File: src/rtl/spi_xfer_sched.sv
`timescale 1ns/1ps
`default_nettype none
// ============================================================================
// Module   : spi_xfer_sched
// Brief    : Round-robin two-requester byte/burst scheduler that sequences the
//            SPI master core's Wishbone registers (select, TX, wait, RX, clear,
//            deselect) and returns each RX byte to the granted requester.
// Revision : 1.0 - initial release
// ============================================================================
module spi_xfer_sched #(
    parameter logic [2:0] ADR_STATUS = 3'd1,
    parameter logic [2:0] ADR_DATA   = 3'd2,
    parameter logic [2:0] ADR_SS     = 3'd4,
    parameter logic [7:0] CS_MASK    = 8'h01,
    parameter int         TIMEOUT    = 1024
) (
    input  logic        clk_i,
    input  logic        rst_ni,
    input  logic [1:0]  req_valid_i,
    input  logic [15:0] req_data_i,
    input  logic [1:0]  req_last_i,
    output logic [1:0]  req_ready_o,
    output logic [1:0]  rsp_valid_o,
    output logic [7:0]  rsp_data_o,
    output logic        rsp_err_o,
    output logic        busy_o,
    output logic        wb_cyc_o,
    output logic        wb_stb_o,
    output logic [2:0]  wb_adr_o,
    output logic        wb_we_o,
    output logic [7:0]  wb_dat_o,
    input  logic [7:0]  wb_dat_i,
    input  logic        wb_ack_i,
    input  logic        spi_irq_i
);

    localparam int c_TIMER_W = (TIMEOUT > 2) ? $clog2(TIMEOUT) : 1;
    localparam logic [c_TIMER_W-1:0] c_TIMER_LAST = c_TIMER_W'(TIMEOUT - 1);

    typedef enum logic [3:0] {
        S_IDLE     = 4'd0,
        S_SEL      = 4'd1,
        S_TXW      = 4'd2,
        S_WAIT_IRQ = 4'd3,
        S_RXR      = 4'd4,
        S_CLR      = 4'd5,
        S_HOLD     = 4'd6,
        S_ERR      = 4'd7,
        S_DESEL    = 4'd8
    } state_t;

    state_t                 r_state;
    logic                   r_ptr;
    logic                   r_gnt;
    logic                   r_last;
    logic [7:0]             r_rx;
    logic [c_TIMER_W-1:0]   r_timer;
    logic [7:0]             w_tx_byte;
    logic                   w_wb_idle;
    logic                   w_wb_done;

    assign w_tx_byte = r_gnt ? req_data_i[15:8] : req_data_i[7:0];
    // A state launches its access when the bus is idle and advances on ack;
    // the drop on ack guarantees one idle cycle between consecutive strobes.
    assign w_wb_idle = ~wb_cyc_o;
    assign w_wb_done = wb_cyc_o & wb_ack_i;

    always_ff @(posedge clk_i or negedge rst_ni) begin
        if (!rst_ni) begin
            r_state     <= S_IDLE;
            r_ptr       <= 1'b0;
            r_gnt       <= 1'b0;
            r_last      <= 1'b0;
            r_rx        <= 8'h00;
            r_timer     <= '0;
            req_ready_o <= 2'b00;
            rsp_valid_o <= 2'b00;
            rsp_data_o  <= 8'h00;
            rsp_err_o   <= 1'b0;
            busy_o      <= 1'b0;
            wb_cyc_o    <= 1'b0;
            wb_stb_o    <= 1'b0;
            wb_adr_o    <= 3'd0;
            wb_we_o     <= 1'b0;
            wb_dat_o    <= 8'h00;
        end else begin
            req_ready_o <= 2'b00;
            rsp_valid_o <= 2'b00;

            case (r_state)
                S_IDLE: begin
                    if (|req_valid_i) begin
                        r_gnt   <= req_valid_i[r_ptr] ? r_ptr : ~r_ptr;
                        busy_o  <= 1'b1;
                        r_state <= S_SEL;
                    end
                end

                S_SEL: begin
                    if (w_wb_idle) begin
                        wb_cyc_o <= 1'b1;
                        wb_stb_o <= 1'b1;
                        wb_adr_o <= ADR_SS;
                        wb_we_o  <= 1'b1;
                        wb_dat_o <= CS_MASK;
                    end else if (w_wb_done) begin
                        wb_cyc_o <= 1'b0;
                        wb_stb_o <= 1'b0;
                        wb_adr_o <= 3'd0;
                        wb_we_o  <= 1'b0;
                        wb_dat_o <= 8'h00;
                        r_state  <= S_TXW;
                    end
                end

                S_TXW: begin
                    if (w_wb_idle) begin
                        // A requester that withdrew after the grant is parked in HOLD.
                        if (req_valid_i[r_gnt]) begin
                            req_ready_o[r_gnt] <= 1'b1;
                            r_last   <= req_last_i[r_gnt];
                            wb_cyc_o <= 1'b1;
                            wb_stb_o <= 1'b1;
                            wb_adr_o <= ADR_DATA;
                            wb_we_o  <= 1'b1;
                            wb_dat_o <= w_tx_byte;
                        end else begin
                            r_state <= S_HOLD;
                        end
                    end else if (w_wb_done) begin
                        wb_cyc_o <= 1'b0;
                        wb_stb_o <= 1'b0;
                        wb_adr_o <= 3'd0;
                        wb_we_o  <= 1'b0;
                        wb_dat_o <= 8'h00;
                        r_timer  <= '0;
                        r_state  <= S_WAIT_IRQ;
                    end
                end

                S_WAIT_IRQ: begin
                    if (spi_irq_i) begin
                        r_state <= S_RXR;
                    end else if (r_timer == c_TIMER_LAST) begin
                        r_state <= S_ERR;
                    end else begin
                        r_timer <= r_timer + 1'b1;
                    end
                end

                S_RXR: begin
                    if (w_wb_idle) begin
                        wb_cyc_o <= 1'b1;
                        wb_stb_o <= 1'b1;
                        wb_adr_o <= ADR_DATA;
                        wb_we_o  <= 1'b0;
                        wb_dat_o <= 8'h00;
                    end else if (w_wb_done) begin
                        r_rx     <= wb_dat_i;
                        wb_cyc_o <= 1'b0;
                        wb_stb_o <= 1'b0;
                        wb_adr_o <= 3'd0;
                        r_state  <= S_CLR;
                    end
                end

                S_CLR: begin
                    if (w_wb_idle) begin
                        wb_cyc_o <= 1'b1;
                        wb_stb_o <= 1'b1;
                        wb_adr_o <= ADR_STATUS;
                        wb_we_o  <= 1'b1;
                        wb_dat_o <= 8'h80;
                    end else if (w_wb_done) begin
                        wb_cyc_o           <= 1'b0;
                        wb_stb_o           <= 1'b0;
                        wb_adr_o           <= 3'd0;
                        wb_we_o            <= 1'b0;
                        wb_dat_o           <= 8'h00;
                        rsp_valid_o[r_gnt] <= 1'b1;
                        rsp_data_o         <= r_rx;
                        rsp_err_o          <= 1'b0;
                        r_state            <= r_last ? S_DESEL : S_HOLD;
                    end
                end

                S_HOLD: begin
                    if (req_valid_i[r_gnt]) begin
                        r_state <= S_TXW;
                    end
                end

                S_ERR: begin
                    rsp_valid_o[r_gnt] <= 1'b1;
                    rsp_data_o         <= 8'h00;
                    rsp_err_o          <= 1'b1;
                    r_state            <= S_DESEL;
                end

                S_DESEL: begin
                    if (w_wb_idle) begin
                        wb_cyc_o <= 1'b1;
                        wb_stb_o <= 1'b1;
                        wb_adr_o <= ADR_SS;
                        wb_we_o  <= 1'b1;
                        wb_dat_o <= 8'h00;
                    end else if (w_wb_done) begin
                        wb_cyc_o <= 1'b0;
                        wb_stb_o <= 1'b0;
                        wb_adr_o <= 3'd0;
                        wb_we_o  <= 1'b0;
                        wb_dat_o <= 8'h00;
                        r_ptr    <= ~r_ptr;
                        r_gnt    <= 1'b0;
                        busy_o   <= 1'b0;
                        r_state  <= S_IDLE;
                    end
                end

                default: begin
                    r_state <= S_IDLE;
                end
            endcase
        end
    end

endmodule
`default_nettype wire

File: config.mk
export PLATFORM = sky130hd
export DESIGN_NAME = spi_xfer_sched
export DESIGN_NICKNAME = d
export VERILOG_FILES = /design/src/rtl/spi_xfer_sched.sv
export SDC_FILE = /design/constraint.sdc
export NUM_CORES = 1
export LEC_CHECK = 0
export CAP_MARGIN = 20
export CORE_ASPECT_RATIO = 1.1
export CORE_UTILIZATION = 45
export CTS_CLUSTER_SIZE = 28
export DETAILED_ROUTE_END_ITERATION = 10
export PLACE_DENSITY = 0.75
export SKIP_CTS_REPAIR_TIMING = 1
export SLEW_MARGIN = 20
export SYNTH_ARGS = -nofsm -noshare
export SYNTH_HDL_FRONTEND = slang
export SYNTH_SLANG_ARGS = --single-unit
File: constraint.sdc
create_clock -name clk_i -period 2 [get_ports clk_i]
set_input_delay 0.2 -clock clk_i [delete_from_list [all_inputs] [get_ports clk_i]]
set_output_delay 0.2 -clock clk_i [all_outputs]
set_load 0.03 [all_outputs]
==> Yosys cells after proc, flatten, opt, wreduce, memory -nomap -nowiden <==
Cells that the tools add are included.
{ "totals": {"out_inout_bits": 28, "latchBits": 0, "romBits": 0, "inputBits": 32, "n_memories": 0, "mem_bits_rw": 0, "word_cells": 153, "register_bits": 53} }
{ "classes": {"bitwise_logic": 3, "n_addsub": 1, "shift": 0, "reduce_logical": 24, "muxes": 78, "n_lt_le_gt_ge": 3, "eq_ne": 28, "div_mod_pow": 0, "mul": 0} }
{ "ops": {"columns": ["cell", "n"], "rows": [
  ["8-bit 2-to-1 mux", 10],
  ["4-bit 2-to-1 mux", 16],
  ["10-bit 2-to-1 mux", 4],
  ["8-bit case mux with 5 select lines", 1],
  ["4-bit case mux with 9 select lines", 1],
  ["2-bit != test, second input constant", 15],
  ["1-bit 2-to-1 mux", 24],
  ["10-bit case mux with 2 select lines", 1],
  ["3-bit 2-to-1 mux", 6],
  ["3-bit AND reduction", 6],
  ["4-bit by 3-bit == test with 1-bit output, second input constant", 4],
  ["8-bit case mux with 2 select lines", 1],
  ["13-bit AND reduction", 1],
  ["3-bit != test, second input constant", 4],
  ["3-bit case mux with 4 select lines", 1],
  ["10-bit by 1-bit adder with 10-bit output, second input constant", 1],
  ["10-bit == test, second input constant", 1],
  ["2-bit 2-to-1 mux", 5],
  ["1-bit case mux with 2 select lines", 5],
  ["4-bit by 2-bit == test with 1-bit output, second input constant", 2],
  ["2-bit nonzero test", 4],
  ["5-bit AND reduction", 1],
  ["5-bit nonzero test", 1],
  ["4-bit by 1-bit == test with 1-bit output, second input constant", 1],
  ["17 further kinds", 21]
]} }

==> Depth between registers and ports, before layout <==
{ "logic_depth": {"word_depth": 7, "mapped_depth": 8, "depth_no_buf": 6} }

==> Least setup slack after synthesis <==
No wires, ideal clock.
{ "synth_timing": {"path_type": "flip-flop to flip-flop", "from": "register r_state[0]", "to": "register r_state[1]", "setup_slack_ps": 30, "stages_incl_launch_ff": 7, "period_less_slack_ps": 1970, "t_arrival_ps": 1846, "cell_sequence": "dfrtp_1 clkbuf_1 or4b_1 nor2_1 nand2_1 nand4_2 mux2_2"} }
{ "synth_via": {"elab_chain_cells": 3, "elab_cells_between_ends": 24} }
{ "synth_lines": {"columns": ["element", "line", "rtl"], "rows": [
  ["start: declaration", "52", "state_t r_state;"],
  ["start signal: assignment", "183", "r_state <= r_last ? S_DESEL : S_HOLD;"],
  ["4-bit by 2-bit == test with 1-bit output (tied with other cells)", "90", "case (r_state)"],
  ["3-bit != test (no line) / 2-bit != test (equally long branches)", null, null],
  ["13-bit AND reduction (no line)", null, null]
]} }
Parallel ways exist; a longest one is shown, timed or not.
A chain may end at the register's enable or synchronous reset.

==> Final worst setup path <==
{ "layout_timing": {"from": "register r_state[2]", "to": "register r_state[2]"} }
The elaborated chain is that of the path after synthesis.

==> summary.md <==
| Metric | Value |
|---|---|
| Number of hold violations in the final report | `0` |
| Sw Pwr | `0.00218 W` |
| Wire length after detailed routing | `6.50 mm` |
| Sw Share | `40.3%` |
| Status | `complete, no violations` |
| Total nets after synthesis | `283` |
| Combinational power share | `55.5%` |
| Ratio of total power to cell area | `1460 mW/mm^2` |
| EDFF count, synth | `0` |
| Total via count in the routed design | `2231` |
| Placed Cells incl. Taps | `406` |
| Setup repair after global routing missed its margin | `no` |
| Gate count of the mapped netlist | `250` |
| Cell taking the most area after synthesis | `dfrtp_1` |
| NumNets Final | `370` |
| Proportion of synthesized chip area in sequential cells | `49.5%` |
| Fraction of registers with async set or reset after synthesis | `100%` |
| Gpl congestion | `0.843` |
| CTS H-Tree Depth | `2` |
| Type of destination of the critical path | `flop` |
| Wire length of the first global-routing pass | `11.2 mm` |
| Max_cap viols | `0` |
| Post-route setup TNS | `0 ps` |
| Largest incremental delay on the critical path | `590 ps` |
| Type of origin of the critical path | `flop` |
| Fraction of final layout cells sized beyond drive strength 1 | `20.2%` |
| Count of endpoints failing setup in the final report | `0` |
| Aggregate global-route resource usage | `23.4%` |
| Required time reported for the critical path endpoint | `2190 ps` |
| Count of synthesis-stage warnings from yosys | `0` |
| Time the final worst path needs with I/O delays and setup | `1910 ps` |
| Syn Area/Cell | `10.7 sq um` |
| Slew HR | `65.3%` |
| Fin crit share | `95.6%` |
| Post-synth design cell area | `0.00268 sq mm` |
| Maximum number of pins on one net before global-route repair | `33` |
| Effective utilization at floorplan | `46.5%` |
| Detailed-routing iteration count for the pre-antenna-repair pass | `4` |
| Vias per cell | `5.39` |
| Count of unresolved DRC violations after routing | `0` |
| Final worst slack | `88.5 ps` |
| Buffer depth of the longest clock path | `2` |
| Cell internal pwr | `0.00323 W` |
| TritonCTS clock tree | `done` |
| Worst Setup Path Type | `reg -> reg` |
| Buffer type at the clock tree root | `clkbuf_8` |
| Routed Antenna Nets | `0` |
| Area delta synth->final | `38.0%` |
| Vias in the first global route | `2394` |
| Final HPWL from detailed placement | `4.98 mm` |
| Leading cell types in the layout, fill and taps excluded | `58 x clkdlybuf4s50_1, 53 x dfrtp_1, 33 x buf_4, 27 x nor2_1, 16 x nand2_1` |
| Total die area | `0.00627 sq mm` |
| Cell type of the slowest stage on the worst timing path | `or4b_4` |
| IR drop worst, VDD | `0.870 mV` |
| Data arrival time of the critical path | `2110 ps` |
| Most instantiated flip-flop cell in the synthesis netlist | `dfrtp_1` |
| Worst min path class | `in -> async` |
| Part of the power in the clock network | `13.2%` |
| Dpl ws | `-144 ps` |
| Finished Core Util | `64.1%` |
| Die Height | `82.9 um` |
| F_max | `523 MHz` |
| Sequential share of power | `31.3%` |
| Initial antenna violation count | `0` |
| Input/output buffers | `59` |
| Filler-free cell count of the finished design | `414` |
| Clock slew at the register clock pins of the worst setup and hold paths | `100 ps` |
| Top fanout value on the critical path | `4` |
| Iter 0 DRT Violations | `81` |
| Std-Cell Rows | `29` |
| Number of diodes added for antenna fixing | `0` |
| Average detailed-routed wire length per instance | `15.7 um` |
| Yosys top cell area share | `49.5%` |
| Max Slew Vio Count | `0` |
| Leakage power total | `1.62 nW` |
| Worst setup skew after layout | `9.06 ps` |
| Register bit total from synthesis | `53` |
| Most common library cell in the layout ignoring fill and taps | `clkdlybuf4s50_1` |
| Top-level port count | `60` |
| Die outline width | `75.6 um` |
| Num CTS Buffers | `5` |
| Count of distinct cell types in the synthesized netlist | `48` |
| Cell chain of the critical path | `or4b_4 > nor2_1 > nand2_1 > nand4_2 > mux2_2` |
| Clock Sink Count | `53` |
| Top cells by area in the synthesized netlist | `dfrtp_1 49%, mux2_2 5.9%, mux2i_1 4.1%` |
| Slew at the pin with the worst max-slew slack | `521 ps` |
| GR Overflow Total | `0` |
| Clock insertion delay at the later pin of the skew report | `310 ps` |
| Placeable core area | `0.00577 sq mm` |
-- registers in the layout (all words and copies together), names as in the netlist --
| register | flops |
|---|---|
| r_timer | 10 |
| r_state | 4 |
| req_ready_o | 2 |
| busy_o | 1 |
| wb_stb_o | 1 |
| rsp_err_o | 1 |
| wb_adr_o | 3 |
| r_last | 1 |
| wb_dat_o | 8 |
| wb_we_o | 1 |
| r_gnt | 1 |
| rsp_data_o | 8 |
| wb_cyc_o | 1 |
| rsp_valid_o | 2 |
| r_ptr | 1 |
| r_rx | 8 |
-- final timing paths --
check	startpoint	endpoint	slack (ps)	depth (start not counted)
worst min register to register	busy_o$_DFFE_PN0P_	busy_o$_DFFE_PN0P_	480	2
worst max register to register	r_state[2]$_DFFE_PN0P_	r_state[2]$_DFFE_PN0P_	90	5
worst min-delay path	rst_ni	wb_stb_o$_DFFE_PN0P_	400	2
worst max-delay path	r_state[2]$_DFFE_PN0P_	r_state[2]$_DFFE_PN0P_	90	5
min in group clk_i	busy_o$_DFFE_PN0P_	busy_o$_DFFE_PN0P_	480	2
max in group asynchronous	rst_ni	rsp_data_o[5]$_DFFE_PN0P_	1070	3
-- kinds of logic after synthesis --
kind of cell	count (synthesis)	share of synthesized area, %
xor+xnor	12	3.92
buf+inv	21	3.45
fa+ha+maj	1	0.467
flops	53	49.5
compound gates	55	14.7
mux	25	9.99
simple gates	83	18.0
-- stage by stage --
stage / total power [W] / hold slack, ps / instance area, sq um
after floorplan: 0.00349 / -95.6 / 2680
after global placement: 0.00459 / 211 / 3560
after detailed placement: 0.00464 / 216 / 3560
after CTS: 0.00537 / -118 / 3670
after global routing: 0.00574 / 475 / 3700
final: 0.00541 / 397 / 3700
-- worst max-delay path: cells and delay by family (launching register included) --
family / cells / cell delay (ps)
simple gates: 4 / 1030
flops: 1 / 430
mux: 1 / 350
-- per-layer routing --
layer / GRT usage, % / part of all wire, % / vias to the layer above
met1: 28.9 / 40 / 1073
met2: 38.9 / 52 / 66
met5: 0 / 0 / -
li1: - / - / 1078
met4: 8.75 / 2.1 / 0
met3: 5.70 / 5.4 / 14
-- power groups by stage --
stage          Combinational [W]  Sequential [W]  Clock (W)
2_1_floorplan            0.00140         0.00209          0
3_3_place_gp             0.00288         0.00170          0
3_5_place_dp             0.00294         0.00170          0
4_1_cts                  0.00295         0.00169   0.000730
5_1_grt                  0.00324         0.00174   0.000760
6_report                 0.00300         0.00169   0.000713
-- cells in the mapped netlist, drive strengths merged (3+ instances only) --
library cell / count
a22o: 12
a22oi: 4
inv: 7
mux2i: 11
dfrtp: 53
buf: 6
xnor2: 9
nor2: 29
and3: 3
nand3: 6
clkbuf: 8
nor3: 4
o21ai: 12
xor2: 3
mux2: 14
nand2: 16
or2: 3
nand4: 4
o2bb2ai: 6
nor2b: 3
a21oi: 7
-- layout make-up --
class	count	area, sq um
Clock buffer	5	68.8
Clock inverter	2	35.0
Fill cell	488	2070
Inverter	7	26.3
Multi-Input combinational cell	176	1280
Sequential cell	53	1330
Tap cell	77	96.3
Timing Repair Buffer	94	863
Note: power is estimated with default switching activity, not from simulation.
